<file path="src/rtl/fsic_clock_phase_recover_pkg.sv">
// fsic_clk_pkg: shared types/constants for the divided-clock phase recovery.
// Holds the lock FSM state enum, watchdog width helper and error counter width.
package fsic_clk_pkg;

  localparam int ERR_CNT_W = 8;

  typedef enum logic [1:0] {
    ST_UNLOCK = 2'd0,
    ST_ACQ    = 2'd1,
    ST_LOCKED = 2'd2
  } state_e;

  function automatic int wd_width(input int ratio);
    return $clog2(2 * ratio) + 1;
  endfunction

endpackage

</file>
<file path="src/rtl/fsic_clock_phase_recover_if.sv">
// Bundle between the divided-clock source side and the phase recoverer.
// master: drives div_clk_in/clear_err; slave: returns phase/strobe/lock/errors.
interface fsic_clock_phase_recover_if
  import fsic_clk_pkg::*;
#(
  parameter int RATIO = 4
) ();

  localparam int PW = $clog2(RATIO);

  logic                 div_clk_in;
  logic                 clear_err;
  logic [PW-1:0]        phase;
  logic                 rise_strobe;
  logic                 locked;
  logic [ERR_CNT_W-1:0] err_cnt;

  modport master (
    output div_clk_in,
    output clear_err,
    input  phase,
    input  rise_strobe,
    input  locked,
    input  err_cnt
  );

  modport slave (
    input  div_clk_in,
    input  clear_err,
    output phase,
    output rise_strobe,
    output locked,
    output err_cnt
  );

endinterface

</file>
<file path="src/rtl/fsic_clock_phase_recover_edge_det.sv">
// Two-flop sampler of the divided clock on in_clk; emits rise/fall pulses.
// Ports: in_clk, resetb (async low), i_d sample in, o_rise/o_fall combinational.
module fsic_clk_edge_det (
  input  logic in_clk,
  input  logic resetb,
  input  logic i_d,
  output logic o_rise,
  output logic o_fall
);

  logic r_q;
  logic r_q2;

  always_ff @(posedge in_clk or negedge resetb) begin
    if (!resetb) begin
      r_q  <= 1'b0;
      r_q2 <= 1'b0;
    end else begin
      r_q  <= i_d;
      r_q2 <= r_q;
    end
  end

  assign o_rise = r_q & ~r_q2;
  assign o_fall = ~r_q & r_q2;

endmodule

</file>
<file path="src/rtl/fsic_clock_phase_recover.sv">
// Recovers divide-by-RATIO phase, checks period/duty, tracks lock and errors.
// Ports: in_clk, resetb (async low), bus (slave: div_clk_in/clear_err in; phase/rise_strobe/locked/err_cnt out).
module fsic_clock_phase_recover
  import fsic_clk_pkg::*;
#(
  parameter int RATIO    = 4,
  parameter int LOCK_CNT = 8,
  parameter int ERR_MAX  = 3
) (
  input logic                         in_clk,
  input logic                         resetb,
  fsic_clock_phase_recover_if.slave   bus
);

  localparam int PW = $clog2(RATIO);
  localparam int WW = wd_width(RATIO);

  localparam logic [PW-1:0] P_LAST  = PW'(RATIO - 1);
  localparam logic [PW-1:0] P_HALF  = PW'(RATIO / 2 - 1);
  localparam logic [WW-1:0] WD_LAST = WW'(2 * RATIO - 1);
  localparam logic [7:0]    G_LAST  = 8'(LOCK_CNT - 1);
  localparam logic [3:0]    M_LAST  = 4'(ERR_MAX - 1);

  logic                 w_rise;
  logic                 w_fall;
  logic                 w_wd_fire;
  logic                 w_judge;
  logic                 w_good_p;
  logic                 w_bad;

  logic [PW-1:0]        r_pcnt;
  logic [WW-1:0]        r_wd;
  logic                 r_fall_ok;
  state_e               r_state;
  logic [7:0]           r_good;
  logic [3:0]           r_miss;
  logic [ERR_CNT_W-1:0] r_err;
  logic                 r_strobe;
  logic                 r_locked;

  state_e               w_state_nxt;
  logic [7:0]           w_good_nxt;
  logic [3:0]           w_miss_nxt;
  logic [ERR_CNT_W-1:0] w_err_nxt;

  fsic_clk_edge_det u_edge (
    .in_clk (in_clk),
    .resetb (resetb),
    .i_d    (bus.div_clk_in),
    .o_rise (w_rise),
    .o_fall (w_fall)
  );

  // A rise is the watchdog's own reload, so it never fires on a rise.
  assign w_wd_fire = ~w_rise & (r_wd == WD_LAST);
  assign w_judge   = (r_state != ST_UNLOCK);

  assign w_good_p = w_rise & (r_pcnt == P_LAST)
                  & r_fall_ok;

  // Rise with wrong fall but right period is neither good
  // nor bad: the fall already reported that period.
  assign w_bad = w_judge & (
      (w_rise & (r_pcnt != P_LAST))
    | (w_fall & (r_pcnt != P_HALF))
    | w_wd_fire);

  always_comb begin
    w_state_nxt = r_state;
    w_good_nxt  = r_good;
    w_miss_nxt  = r_miss;
    w_err_nxt   = r_err;
    unique case (r_state)
      ST_UNLOCK: begin
        if (w_rise) begin
          w_state_nxt = ST_ACQ;
          w_good_nxt  = '0;
        end
      end
      ST_ACQ: begin
        if (w_bad) begin
          w_good_nxt = '0;
        end else if (w_good_p) begin
          w_good_nxt = r_good + 8'd1;
          if (r_good == G_LAST) begin
            w_state_nxt = ST_LOCKED;
            w_miss_nxt  = '0;
          end
        end
      end
      ST_LOCKED: begin
        if (w_bad) begin
          if (r_err != '1) w_err_nxt = r_err + 1'b1;
          w_miss_nxt = r_miss + 4'd1;
          if (r_miss == M_LAST) begin
            w_state_nxt = ST_ACQ;
            w_good_nxt  = '0;
          end
        end else if (w_good_p) begin
          w_miss_nxt = '0;
        end
      end
      default: begin
        w_state_nxt = ST_UNLOCK;
      end
    endcase
    if (bus.clear_err) w_err_nxt = '0;
  end

  always_ff @(posedge in_clk or negedge resetb) begin
    if (!resetb) begin
      r_state <= ST_UNLOCK;
      r_good  <= '0;
      r_miss  <= '0;
      r_err   <= '0;
      r_locked <= 1'b0;
    end else begin
      r_state <= w_state_nxt;
      r_good  <= w_good_nxt;
      r_miss  <= w_miss_nxt;
      r_err   <= w_err_nxt;
      r_locked <= (w_state_nxt == ST_LOCKED);
    end
  end

  always_ff @(posedge in_clk or negedge resetb) begin
    if (!resetb) begin
      r_pcnt    <= '0;
      r_wd      <= '0;
      r_fall_ok <= 1'b0;
      r_strobe  <= 1'b0;
    end else begin
      r_pcnt   <= w_rise ? '0 : r_pcnt + 1'b1;
      r_wd     <= (w_rise | w_wd_fire) ? '0
                : r_wd + 1'b1;
      r_strobe <= w_rise;
      if (w_fall) r_fall_ok <= (r_pcnt == P_HALF);
    end
  end

  assign bus.phase       = r_pcnt;
  assign bus.rise_strobe = r_strobe;
  assign bus.locked      = r_locked;
  assign bus.err_cnt     = r_err;

endmodule
</file>
<file path="src/flat_wrapper.sv">
// flat-port wrapper written by rule: the top's interface ports become plain ports
module fsic_clock_phase_recover_flat import fsic_clk_pkg::*;
#(
  parameter int RATIO    = 4,
  parameter int LOCK_CNT = 8,
  parameter int ERR_MAX  = 3
)
  (in_clk, resetb, bus_div_clk_in, bus_clear_err, bus_phase, bus_rise_strobe, bus_locked, bus_err_cnt);
  fsic_clock_phase_recover_if #(.RATIO(RATIO)) bus_i ();
  input logic in_clk;
  input logic resetb;
  input wire logic [$bits(bus_i.div_clk_in)-1:0] bus_div_clk_in;
  input wire logic [$bits(bus_i.clear_err)-1:0] bus_clear_err;
  output wire logic [$bits(bus_i.phase)-1:0] bus_phase;
  output wire logic [$bits(bus_i.rise_strobe)-1:0] bus_rise_strobe;
  output wire logic [$bits(bus_i.locked)-1:0] bus_locked;
  output wire logic [$bits(bus_i.err_cnt)-1:0] bus_err_cnt;
  assign bus_i.div_clk_in = bus_div_clk_in;
  assign bus_i.clear_err = bus_clear_err;
  assign bus_phase = bus_i.phase;
  assign bus_rise_strobe = bus_i.rise_strobe;
  assign bus_locked = bus_i.locked;
  assign bus_err_cnt = bus_i.err_cnt;
  fsic_clock_phase_recover #(.RATIO(RATIO), .LOCK_CNT(LOCK_CNT), .ERR_MAX(ERR_MAX)) u_core (.in_clk(in_clk), .resetb(resetb), .bus(bus_i));
endmodule
</file>
<file path="config.mk">
export PLATFORM = sky130hd
export DESIGN_NAME = fsic_clock_phase_recover_flat
export DESIGN_NICKNAME = d
export VERILOG_FILES = /design/src/rtl/fsic_clock_phase_recover_pkg.sv /design/src/rtl/fsic_clock_phase_recover_if.sv /design/src/rtl/fsic_clock_phase_recover_edge_det.sv /design/src/rtl/fsic_clock_phase_recover.sv /design/src/flat_wrapper.sv
export SDC_FILE = /design/constraint.sdc
export NUM_CORES = 1
export LEC_CHECK = 0
export CAP_MARGIN = 20
export CORE_ASPECT_RATIO = 0.8
export CORE_MARGIN = 4
export CORE_UTILIZATION = 50
export DETAILED_ROUTE_END_ITERATION = 6
export PLACE_DENSITY_LB_ADDON = 0.08
export SLEW_MARGIN = 25
export SYNTH_ARGS = -nofsm -noshare
export SYNTH_HDL_FRONTEND = slang
export SYNTH_SLANG_ARGS = --single-unit
export TNS_END_PERCENT = 5
</file>
<file path="constraint.sdc">
create_clock -name in_clk -period 2.8 [get_ports in_clk]
set_input_delay 0.42 -clock in_clk [delete_from_list [all_inputs] [get_ports in_clk]]
set_output_delay 0.42 -clock in_clk [all_outputs]
set_load 0.005 [all_outputs]
</file>
==> summary.txt <==
Status
  • Outcome: finished clean

Synth
  • FFs w/ async S/R, synth: 1.000
  • Cells after synthesis: 188
  • Synth Area per Inst: 9.683 um2
  • Post-synthesis sequential area ratio: 0.4536
  • Post-synth top cells: dfrtp_1, nor2_1, a21oi_1, nor3_1, o31ai_1
  • Synth unique cells: 42
  • Main flop type after synthesis: dfrtp_1
  • Post-synth EDFFs: 0
  • Synth Net Count: 203
  • FF+latch count, synth: 33
  • Synth area leader: dfrtp_1
  • Synth Warn #: 0
  • Synth Cell Area: around 0.0018 mm2
  • Top post-synthesis cells by area: dfrtp_1, ha_1, o31ai_1, a21oi_1, nor3_1
  • Post-synth top area share: 0.4536
  • Dominant cell by count in the synthesized netlist: dfrtp_1

Power
  • NetSw: 415.8 uW
  • PD cells: ~640 mW/mm2
  • Combinational share of power: 0.262
  • Sequential power share: 0.403
  • Static leakage: 0.8894 nW
  • VDD IR max: between 0.3 and 0.4 mV
  • P_int: 960.9 uW
  • Switching share of power: 0.3020
  • Clk pwr share: 0.335

Drt
  • Detailed-route vias per instance: 5.928
  • DRC: 0
  • DR pass1 iterations: 4
  • WL/cell: 14.96 um
  • Post-route ant nets: 0
  • Vias: between 1000 and 1500
  • Drt first-iter violations: 73
  • DRT Wirelength: 3741 um

STA
  • Max_slew headroom: 0.3478
  • Setup_tns: 0 ns
  • Hold Fails Final Rpt: 0
  • Worst slew pin tran: roughly 0.97 ns
  • Worst hold slack: 0.4525 ns
  • Worst Skew: 0.008998 ns
  • Fin crit share: 0.8948
  • Setup violators final: 0
  • Fmax: 399.1 MHz
  • Setup ws final: 0.2946 ns
  • Min Tclk post-route: 2.505 ns
  • Slew Limit Fails: 0
  • RSZ-0062 raised after global routing: false

Worst setup path
  • Crit path DAT: 2.71 ns
  • Worst EP required: 3.01 ns
  • CP endpoint kind: flip-flop
  • Crit start category: flip-flop
  • CP max FO: 6
  • CP Class: flip-flop to flip-flop

Clock network
  • Clk pin slew, worst setup/hold paths: roughly 0.07 ns
  • Max clock buf depth: 2
  • CTS H-tree lvls: 2
  • CTS Sinks: 33
  • Post-cts resize count: 0
  • Post-CTS Setup Inserts: 0
  • CTS tree: built
  • Clk_lat worst skew: 0.29 ns
  • Clock Tree Root: clkbuf_8
  • Total CTS buffers: 5
  • Post-cts hold buffer count: 0

Die
  • Die width: 75.46 um
  • Core area: 0.003471 mm2
  • Core Rows: 19
  • Die area: 0.004676 mm2
  • Initial Util: 0.5245
  • Vertical die dimension: around 62 um
  • Count of boundary I/O pins: 16

Final layout
  • Fin nets: 222
  • Post-layout util: 0.6157
  • Area growth from synthesis to layout: 17.39%
  • Ant. Diodes: 0
  • Fraction of layout cells with a size suffix above 1: 0.08173
  • Final Cell Area: 0.002137 mm2
  • Fillcell total: 292

Placed design
  • Dpl hpwl: 2698 um
  • Post-place setup slack: ~0.37 ns
  • Gp weighted congestion: 0.7777
  • PortBufs: 15
  • Placed Area: about 0.0020 mm2

Run
  • Max Cap Viol: 0

Global route
  • Largest net degree at the start of global routing: 34
  • GR Overflow Total: 0
  • GRT Total Usage: 0.1841
  • First-pass GRT wire length: between 6000 and 7000 um
  • Vias in the first global route: between 1000 and 1500
  • Initial antenna violation count: 0

Min path
  • Hold crit path type: flip-flop to flip-flop
-- sequential cells by signal, indices dropped and copies added (netlist names) --
name / flops
u_core.r_state: 2
u_core.bus.err_cnt: 8
u_core.bus.phase: 2
u_core.bus.rise_strobe: 1
u_core.bus.locked: 1
u_core.r_good: 8
u_core.r_fall_ok: 1
u_core.u_edge.r_q2: 1
u_core.r_wd: 4
u_core.r_miss: 4
u_core.u_edge.r_q: 1
-- cells in the final DEF, fill, tap and decap left out, types with 2 or more instances in the layout --
cell and n:
o22ai_1 4, or3_1 7, nor2_1 14, nor3_1 12, nand3_1 9, and3_1 3
mux2i_1 2, a21oi_1 13, inv_1 11, or4_1 3, clkbuf_8 6, o21ai_1 8
or3b_1 2, dfrtp_1 33, nand3b_1 2, clkdlybuf4s50_1 15, nand2_1 9, o31ai_1 12
nor4b_1 2, ha_1 11, buf_4 3, nand2b_1 4, nor4_1 2
-- final timing paths --
| kind | from | to | slack [ns] | cells after the start |
|---|---|---|---|---|
| hold / removal | u_core.r_wd[0]$_DFF_PN0_ | u_core.r_wd[0]$_DFF_PN0_ | 0.45 | 1 |
| min in group asynchronous | resetb | u_core.bus.err_cnt[6]$_DFFE_PN0P_ | 0.54 | 2 |
| max in group asynchronous | resetb | u_core.r_good[5]$_DFFE_PN0P_ | 1.95 | 2 |
| setup / recovery | u_core.bus.phase[0]$_DFF_PN0_ | u_core.bus.err_cnt[7]$_DFFE_PN0P_ | 0.29 | 6 |
| setup reg to reg | u_core.bus.phase[0]$_DFF_PN0_ | u_core.bus.err_cnt[7]$_DFFE_PN0P_ | 0.29 | 6 |
| hold reg to reg | u_core.r_wd[0]$_DFF_PN0_ | u_core.r_wd[0]$_DFF_PN0_ | 0.45 | 1 |
-- power groups by stage --
stage	sequential [mW]	combinational, mW	clock [mW]
5_1_grt	0.562	0.409	0.491
3_5_place_dp	0.565	0.359	0
3_3_place_gp	0.562	0.344	0
6_report	0.555	0.361	0.461
4_1_cts	0.555	0.361	0.471
2_1_floorplan	0.558	0.263	0
-- critical path, stage by stage (launching register included) --
cell,delay (ns)
dfrtp_1,0.42
ha_1,0.24
or3b_1,0.41
a21oi_1,0.43
o21ai_1,0.23
or4_1,0.54
a21oi_1,0.16
-- cell type report --
class | instances | area (um2) | area share
multi-input cells | 137 | 924.6 | 0.4327
inverters | 12 | 45.04 | 0.02108
repair buffers | 18 | 172.7 | 0.08080
clock inverters | 1 | 30.03 | 0.01405
flip-flops and latches | 33 | 825.8 | 0.3864
clock buffers | 7 | 86.33 | 0.04040
well taps | 42 | 52.55 | 0.02459
-- layer usage --
layer  vias up  global-route usage  part of all wire
met1       711              0.2359              0.47
met5         -                   0                 0
li1        729                   -                 -
met2        35              0.2903              0.46
met4         0             0.08978             0.014
met3         7             0.04984             0.055
-- cell families (layout without fill, tap and decap cells) --
kind of cell	Yosys count	after routing	synth area share
AO/OA/AOI/OAI	46	46	0.1794
multiplexers	4	4	0.02337
XOR/XNOR	2	2	0.009624
flip-flops	33	33	0.4536
AND/OR/NAND/NOR	74	74	0.2199
buffers and inverters	18	38	0.03848
adder cells (fa/ha/maj)	11	11	0.07560
-- stage by stage --
stage	std cells	power [mW]
finish	250	1.377
global route	250	1.463
CTS	250	1.387
detailed placement	242	0.9238
global placement	242	0.9058
floorplan	188	0.8213
(Power assumes the default switching activity.)
